==> config.mk <==
export PLATFORM = sky130hd
export DESIGN_NAME = ntt_stage_ctrl_flat
export DESIGN_NICKNAME = d
export VERILOG_FILES = /design/src/rtl/ntt_stage_ctrl_if.sv /design/src/rtl/ntt_stage_ctrl.sv /design/src/flat_wrapper.sv
export SDC_FILE = /design/constraint.sdc
export NUM_CORES = 1
export LEC_CHECK = 0
export CORE_MARGIN = 10
export CORE_UTILIZATION = 57
export DETAILED_ROUTE_END_ITERATION = 10
export GPL_ROUTABILITY_DRIVEN = 0
export PLACE_DENSITY_LB_ADDON = 0.12
export SYNTH_ARGS = -nofsm -noshare
export SYNTH_HDL_FRONTEND = slang
export SYNTH_SLANG_ARGS = --single-unit
==> constraint.sdc <==
create_clock -name clk -period 2.6 [get_ports clk]
set_input_delay 0.26 -clock clk [delete_from_list [all_inputs] [get_ports clk]]
set_output_delay 0.26 -clock clk [all_outputs]
set_load 0.01 [all_outputs]
==> src/rtl/ntt_stage_ctrl_if.sv <==
// Handshake/status bundle between the NTT stage sequencer and its environment.
// The master side is the sequencer; the slave side is the top-level controller.
interface ntt_stage_ctrl_if #(
  parameter int LOGN     = 8,
  parameter int RADIX_K1 = 4
);
  logic                       start;
  logic                       abort;
  logic                       tw_ready;
  logic                       agu_enable;
  logic [2:0]                 stage;
  logic [LOGN-RADIX_K1-1:0]   issue_cnt;
  logic                       rd_bank;
  logic                       wr_en;
  logic                       wr_bank;
  logic                       busy;
  logic                       done;

  modport master (
    input  start, abort, tw_ready,
    output agu_enable, stage, issue_cnt, rd_bank, wr_en, wr_bank, busy, done
  );

  modport slave (
    output start, abort, tw_ready,
    input  agu_enable, stage, issue_cnt, rd_bank, wr_en, wr_bank, busy, done
  );
endinterface

==> src/rtl/ntt_stage_ctrl.sv <==
// NTT stage sequencer: one contiguous address-group pass per stage, a drain gap
// covering the butterfly latency, a delayed write strobe and ping-pong bank selects.
module ntt_stage_ctrl #(
  parameter int LOGN     = 8,
  parameter int RADIX_K1 = 4,
  parameter int STAGES   = LOGN / RADIX_K1,
  parameter int PE_LAT   = 8,
  parameter int G        = 2 ** (LOGN - RADIX_K1)
) (
  input  logic                  clk,
  input  logic                  rst,
  ntt_stage_ctrl_if.master      bus
);
  localparam int GW     = LOGN - RADIX_K1;
  localparam int PIPE_D = PE_LAT + 1;
  localparam int DW     = $clog2(PE_LAT + 1);

  typedef enum logic [2:0] {
    IDLE, WAIT_TW, ISSUE, DRAIN, FIN
  } state_t;

  state_t                   r_state;
  logic [2:0]               r_stage;
  logic [GW-1:0]            r_issue_cnt;
  logic [DW-1:0]            r_drain_cnt;
  logic                     r_agu_en;
  logic                     r_busy;
  logic                     r_done;
  // Each entry is {valid, bank}; the oldest entry sits at the top index.
  logic [PIPE_D-1:0][1:0]   r_wr_pipe;
  logic [1:0]               w_wr_head;

  // NOTE: every piece of state, the write pipe included, uses <= so all flops
  // update from pre-edge values; the pipe is plain flops, so it is reset too,
  // which is what lets abort guarantee no stray wr_en afterwards.
  always_ff @(posedge clk) begin
    if (rst || bus.abort) begin
      r_state     <= IDLE;
      r_stage     <= '0;
      r_issue_cnt <= '0;
      r_drain_cnt <= '0;
      r_agu_en    <= 1'b0;
      r_busy      <= 1'b0;
      r_done      <= 1'b0;
      r_wr_pipe   <= '0;
    end else begin
      r_wr_pipe <= {r_wr_pipe[PIPE_D-2:0], r_agu_en, r_agu_en & ~r_stage[0]};
      r_done    <= 1'b0;
      case (r_state)
        IDLE: begin
          if (bus.start) begin
            r_state     <= WAIT_TW;
            r_busy      <= 1'b1;
            r_stage     <= '0;
            r_issue_cnt <= '0;
          end
        end
        WAIT_TW: begin
          if (bus.tw_ready) begin
            r_state  <= ISSUE;
            r_agu_en <= 1'b1;
          end
        end
        ISSUE: begin
          // The pass cannot pause: the address generator restarts if enable drops.
          r_issue_cnt <= r_issue_cnt + GW'(1);
          if (r_issue_cnt == GW'(G - 1)) begin
            r_state     <= DRAIN;
            r_agu_en    <= 1'b0;
            r_drain_cnt <= DW'(PE_LAT);
          end
        end
        DRAIN: begin
          if (r_drain_cnt == '0) begin
            if (r_stage == 3'(STAGES - 1)) begin
              r_state <= FIN;
              r_done  <= 1'b1;
            end else begin
              r_stage <= r_stage + 3'd1;
              r_state <= WAIT_TW;
            end
          end else begin
            r_drain_cnt <= r_drain_cnt - DW'(1);
          end
        end
        FIN: begin
          r_state <= IDLE;
          r_busy  <= 1'b0;
          r_stage <= '0;
        end
        default: r_state <= IDLE;
      endcase
    end
  end

  assign w_wr_head      = r_wr_pipe[PIPE_D-1];
  assign bus.agu_enable = r_agu_en;
  assign bus.stage      = r_stage;
  assign bus.issue_cnt  = r_issue_cnt;
  assign bus.rd_bank    = r_stage[0];
  assign bus.wr_en      = w_wr_head[1];
  assign bus.wr_bank    = w_wr_head[0];
  assign bus.busy       = r_busy;
  assign bus.done       = r_done;
endmodule

==> src/flat_wrapper.sv <==
// flat-port wrapper written by rule: the top's interface ports become plain ports
module ntt_stage_ctrl_flat 
#(
  parameter int LOGN     = 8,
  parameter int RADIX_K1 = 4,
  parameter int STAGES   = LOGN / RADIX_K1,
  parameter int PE_LAT   = 8,
  parameter int G        = 2 ** (LOGN - RADIX_K1)
)
  (clk, rst, bus_start, bus_abort, bus_tw_ready, bus_agu_enable, bus_stage, bus_issue_cnt, bus_rd_bank, bus_wr_en, bus_wr_bank, bus_busy, bus_done);
  ntt_stage_ctrl_if #(.LOGN(LOGN), .RADIX_K1(RADIX_K1)) bus_i ();
  input  logic clk;
  input  logic rst;
  input wire logic [$bits(bus_i.start)-1:0] bus_start;
  input wire logic [$bits(bus_i.abort)-1:0] bus_abort;
  input wire logic [$bits(bus_i.tw_ready)-1:0] bus_tw_ready;
  output wire logic [$bits(bus_i.agu_enable)-1:0] bus_agu_enable;
  output wire logic [$bits(bus_i.stage)-1:0] bus_stage;
  output wire logic [$bits(bus_i.issue_cnt)-1:0] bus_issue_cnt;
  output wire logic [$bits(bus_i.rd_bank)-1:0] bus_rd_bank;
  output wire logic [$bits(bus_i.wr_en)-1:0] bus_wr_en;
  output wire logic [$bits(bus_i.wr_bank)-1:0] bus_wr_bank;
  output wire logic [$bits(bus_i.busy)-1:0] bus_busy;
  output wire logic [$bits(bus_i.done)-1:0] bus_done;
  assign bus_i.start = bus_start;
  assign bus_i.abort = bus_abort;
  assign bus_i.tw_ready = bus_tw_ready;
  assign bus_agu_enable = bus_i.agu_enable;
  assign bus_stage = bus_i.stage;
  assign bus_issue_cnt = bus_i.issue_cnt;
  assign bus_rd_bank = bus_i.rd_bank;
  assign bus_wr_en = bus_i.wr_en;
  assign bus_wr_bank = bus_i.wr_bank;
  assign bus_busy = bus_i.busy;
  assign bus_done = bus_i.done;
  ntt_stage_ctrl #(.LOGN(LOGN), .RADIX_K1(RADIX_K1), .STAGES(STAGES), .PE_LAT(PE_LAT), .G(G)) u_core (.clk(clk), .rst(rst), .bus(bus_i));
endmodule
==> summary.md <==
The number of buffers inserted by port buffering is 17, and the count of different cell masters after synthesis is 38. The library cell used most frequently in the layout, excluding fill and tap cells, is sky130_fd_sc_hd__dfxtp_1. The tools report the number of setup buffers added after CTS as 0. Dividing the synthesized area by the synthesized cell count gives 9.487 um^2. The wire-length estimate of the detail-placed layout is 1.935 mm. The worst-case register-to-register setup slack came out at 0.81 ns. The initial antenna violation count is 0, and the area overhead of the layout relative to synthesis is 17.89%. The area share of the largest cell type after synthesis was 0.5059; the number of cells produced by synthesis was 146. The number of rows in the core area was 17; the post-cts repair resize count was 0.

The via density per instance was 5.703; the count of TritonRoute iterations in the first routing pass was 4. The number of antenna cells inserted came out at 0. The category of the most critical setup path was flop to flop. The maximum count of clock buffers along a single path was 2. The tools report the net count after synthesis as 156. The run finished with clean final reports. The run gives 2 as the count of H-tree levels built during CTS. The end point of the worst hold path was u_core.r_wr_pipe[4]. Entering global routing, the biggest net connects 22 pins.

For the finished layout, the period the worst path requires is 1.792 ns. In this run the worst hold path is classified as flop to flop. The top cell types in the final layout, fill and taps aside, are sky130_fd_sc_hd__dfxtp_1 (35), sky130_fd_sc_hd__and2_1 (17), sky130_fd_sc_hd__clkdlybuf4s50_1 (17), sky130_fd_sc_hd__nor2_1 (13), sky130_fd_sc_hd__a21oi_1 (7). For the final database, setup skew stands at 0.005805 ns. Setup repair after global routing left no endpoint under its margin. Derived from the worst setup path, the maximum achievable clock frequency is 558.1 MHz. The post-placement setup slack came out at 0.7823 ns. The tools report the number of global-route vias before repair as 1039. By area the synthesized netlist is led by sky130_fd_sc_hd__dfxtp_1 (51%), sky130_fd_sc_hd__and2_1 (7.7%), sky130_fd_sc_hd__ha_1 (4.5%).

The run gives 0 as the number of synthesis warnings. The hold path depth works out to 1. Detailed routing inserted a total of 1095 vias.

The tools report the hold violation total from the final report as 0. Synthesis inferred 35 register bits. The relative contribution of the clock network to total power was 0.393. The die covers 4802 um^2. In this run the critical register-to-register path is launched from u_core.r_drain_cnt[0]. For the worst-skew pair, the clock arrives at the later sink with an insertion delay of 0.34 ns. 18 I/O pins were placed. Across all setup checks in the final design, the least slack found is 0.8080 ns. For the worst flop-to-flop path, the logic depth is 6.

The proportion of layout cells with a drive suffix above 1 works out to 0.07927. The run gives 0.567 as the sequential group share of total power. The worst hold path begins at u_core.r_wr_pipe[2].

The average detailed-routed wire length per instance was 14.35 um; the number of maximum-capacitance violations was 0. The library cell used as clock root buffer is sky130_fd_sc_hd__clkbuf_4. Summed over all layers, the global routing overflow is 0. The run gives 174 as the post-layout net count. The worst setup path is launched from a flop. Buffers inserted during clock tree synthesis total 5. The worst endpoint required time is 2.83 ns. The logs give 0.6143 for the effective utilization at floorplan and 0.1174 for the total track usage.

The first-pass GRT wire length was 4.788 mm; the worst-case headroom to the max-slew limit was 0.5897. The net switching fraction of the power was 0.2137; the number of violations reported at the end of detailed-routing iteration 0 was 60. Remaining number of nets flagged by the antenna check after routing: 0. The final setup violation count was 0; the power density of the placed cells was 586.4 nW/um^2. TritonCTS built the clock tree. The final period utilization is 0.6892, and the critical-path maximum fanout is 5. Across the VDD grid, the largest voltage drop is 0.5072 mV. The die boundary height is 69.30 um.

The arrival time of data at the critical path endpoint is 2.02 ns, and the hold-fix buffer count after cts is 0. The top cell type by total area after synthesis is sky130_fd_sc_hd__dfxtp_1. The tools report the final wirelength as 2.755 mm. STA classifies the critical path endpoint as a flop. The core region is 2255 um^2. The tools report the sequential share of the synthesized area as 0.5059. The pin slew with the least headroom to its limit was 0.6142 ns.

After detailed routing, the number of remaining DRC violations is 0. The count of pins over their slew limit is 0, and the total net switching power is 204.6 uW. The endpoint identified for the worst register-to-register timing path is u_core.r_state[0]. For this design, the sink count on the clock tree is 35.

After routing, the total negative slack on setup checks comes to 0 ns. The logic gate share of total power was 0.040; the leakage power of the design was 0.6109 nW. The mapped netlist covers 1385 um^2. The floorplan step set the die width to 69.30 um.

The clock-pin slew of the registers on the worst-case setup and hold paths was 0.10 ns; the internal power contribution was 752.8 uW.
[worst max path at each step]
stage	slack (ns)	depth (start not counted)	end	from
after global routing	0.67	6	u_core.r_state[0]	u_core.r_drain_cnt[0]
after CTS	0.80	6	u_core.r_state[0]	u_core.r_drain_cnt[0]
final	0.81	6	u_core.r_state[0]	u_core.r_drain_cnt[0]
after global placement	0.84	5	u_core.bus.stage[1]	bus_start
after floorplan	1.04	5	u_core.bus.stage[1]	u_core.r_drain_cnt[0]
after detailed placement	0.78	5	u_core.bus.stage[1]	bus_start
[registers in the layout, indices dropped and copies added, names as in the netlist]
signal / flops
u_core.r_drain_cnt: 4
u_core.bus.stage: 3
u_core.bus.done: 1
u_core.r_state: 3
u_core.bus.busy: 1
u_core.r_wr_pipe: 16
u_core.bus.agu_enable: 1
u_core.w_wr_head: 2
u_core.bus.issue_cnt: 4
[worst max-delay path: stages (launching register included)]
cell                      delay (ns)
sky130_fd_sc_hd__dfxtp_1        0.35
sky130_fd_sc_hd__inv_1          0.11
sky130_fd_sc_hd__ha_1           0.18
sky130_fd_sc_hd__or3b_4         0.41
sky130_fd_sc_hd__nand2_1        0.17
sky130_fd_sc_hd__nand3_1        0.13
sky130_fd_sc_hd__o41ai_1        0.33
[per-layer routing]
metal / global-route usage / wire length (um)
met4: 0.04878 / 62
met5: 0 / 0
met1: 0.1357 / 1267
met3: 0.06562 / 206
met2: 0.1734 / 1218
[per-stage QoR]
stage / power, mW / hold slack [ns] / util / cells / cell area (um^2)
final: 0.9575 / 0.4357 / 0.7242 / 192 / 1633
after global routing: 0.9978 / 0.4566 / 0.7242 / 192 / 1633
after CTS: 0.9673 / 0.4388 / 0.7242 / 192 / 1633
after detailed placement: 0.5931 / 0.4151 / 0.6909 / 185 / 1558
after global placement: 0.5916 / 0.4068 / 0.6909 / 185 / 1558
after floorplan: 0.5777 / 0.4057 / - / 146 / 1385
[power groups by stage]
stage	clock, mW	sequential (mW)	combinational, mW
floorplan	0	0.553	0.0251
global placement	0	0.555	0.0366
detailed placement	0	0.555	0.0380
CTS	0.386	0.543	0.0385
global route	0.411	0.544	0.0431
finish	0.376	0.543	0.0382
[synthesized netlist by cell type (all sizes together)]
library cell and n:
o31ai 1, or4 1, a211oi 2, a21o 1
or3 2, dfxtp 35, xnor2 1, nand2 6
clkbuf 3, nor3b 3, or3b 2, a21oi 7
a211o 2, nor2 13, buf 4, nand3b 2
and2 17, nand2b 3, a311oi 1, o311a 1
o32a 1, nor3 6, o41ai 1, inv 5
o21ai 3, and3b 1, or2 2, a31oi 1
nor2b 2, o21a 3, nand3 6, a22oi 1
ha 5, nor4 2
[area by class of cell]
cell class,count,area [um^2]
fillers,181,621.8
flip-flops and latches,35,700.7
multi-input cells,99,625.6
clock buffers,5,37.54
repair buffers,18,177.7
clock inverters,2,37.54
well taps,28,35.03
inverters,5,18.77
[kinds of logic after synthesis]
kind of cell,synth area share
compound gates,0.1247
xor+xnor,0.006325
fa+ha+maj,0.04517
buf+inv,0.04246
flops,0.5059
simple gates,0.2755
(Power assumes the default switching activity.)
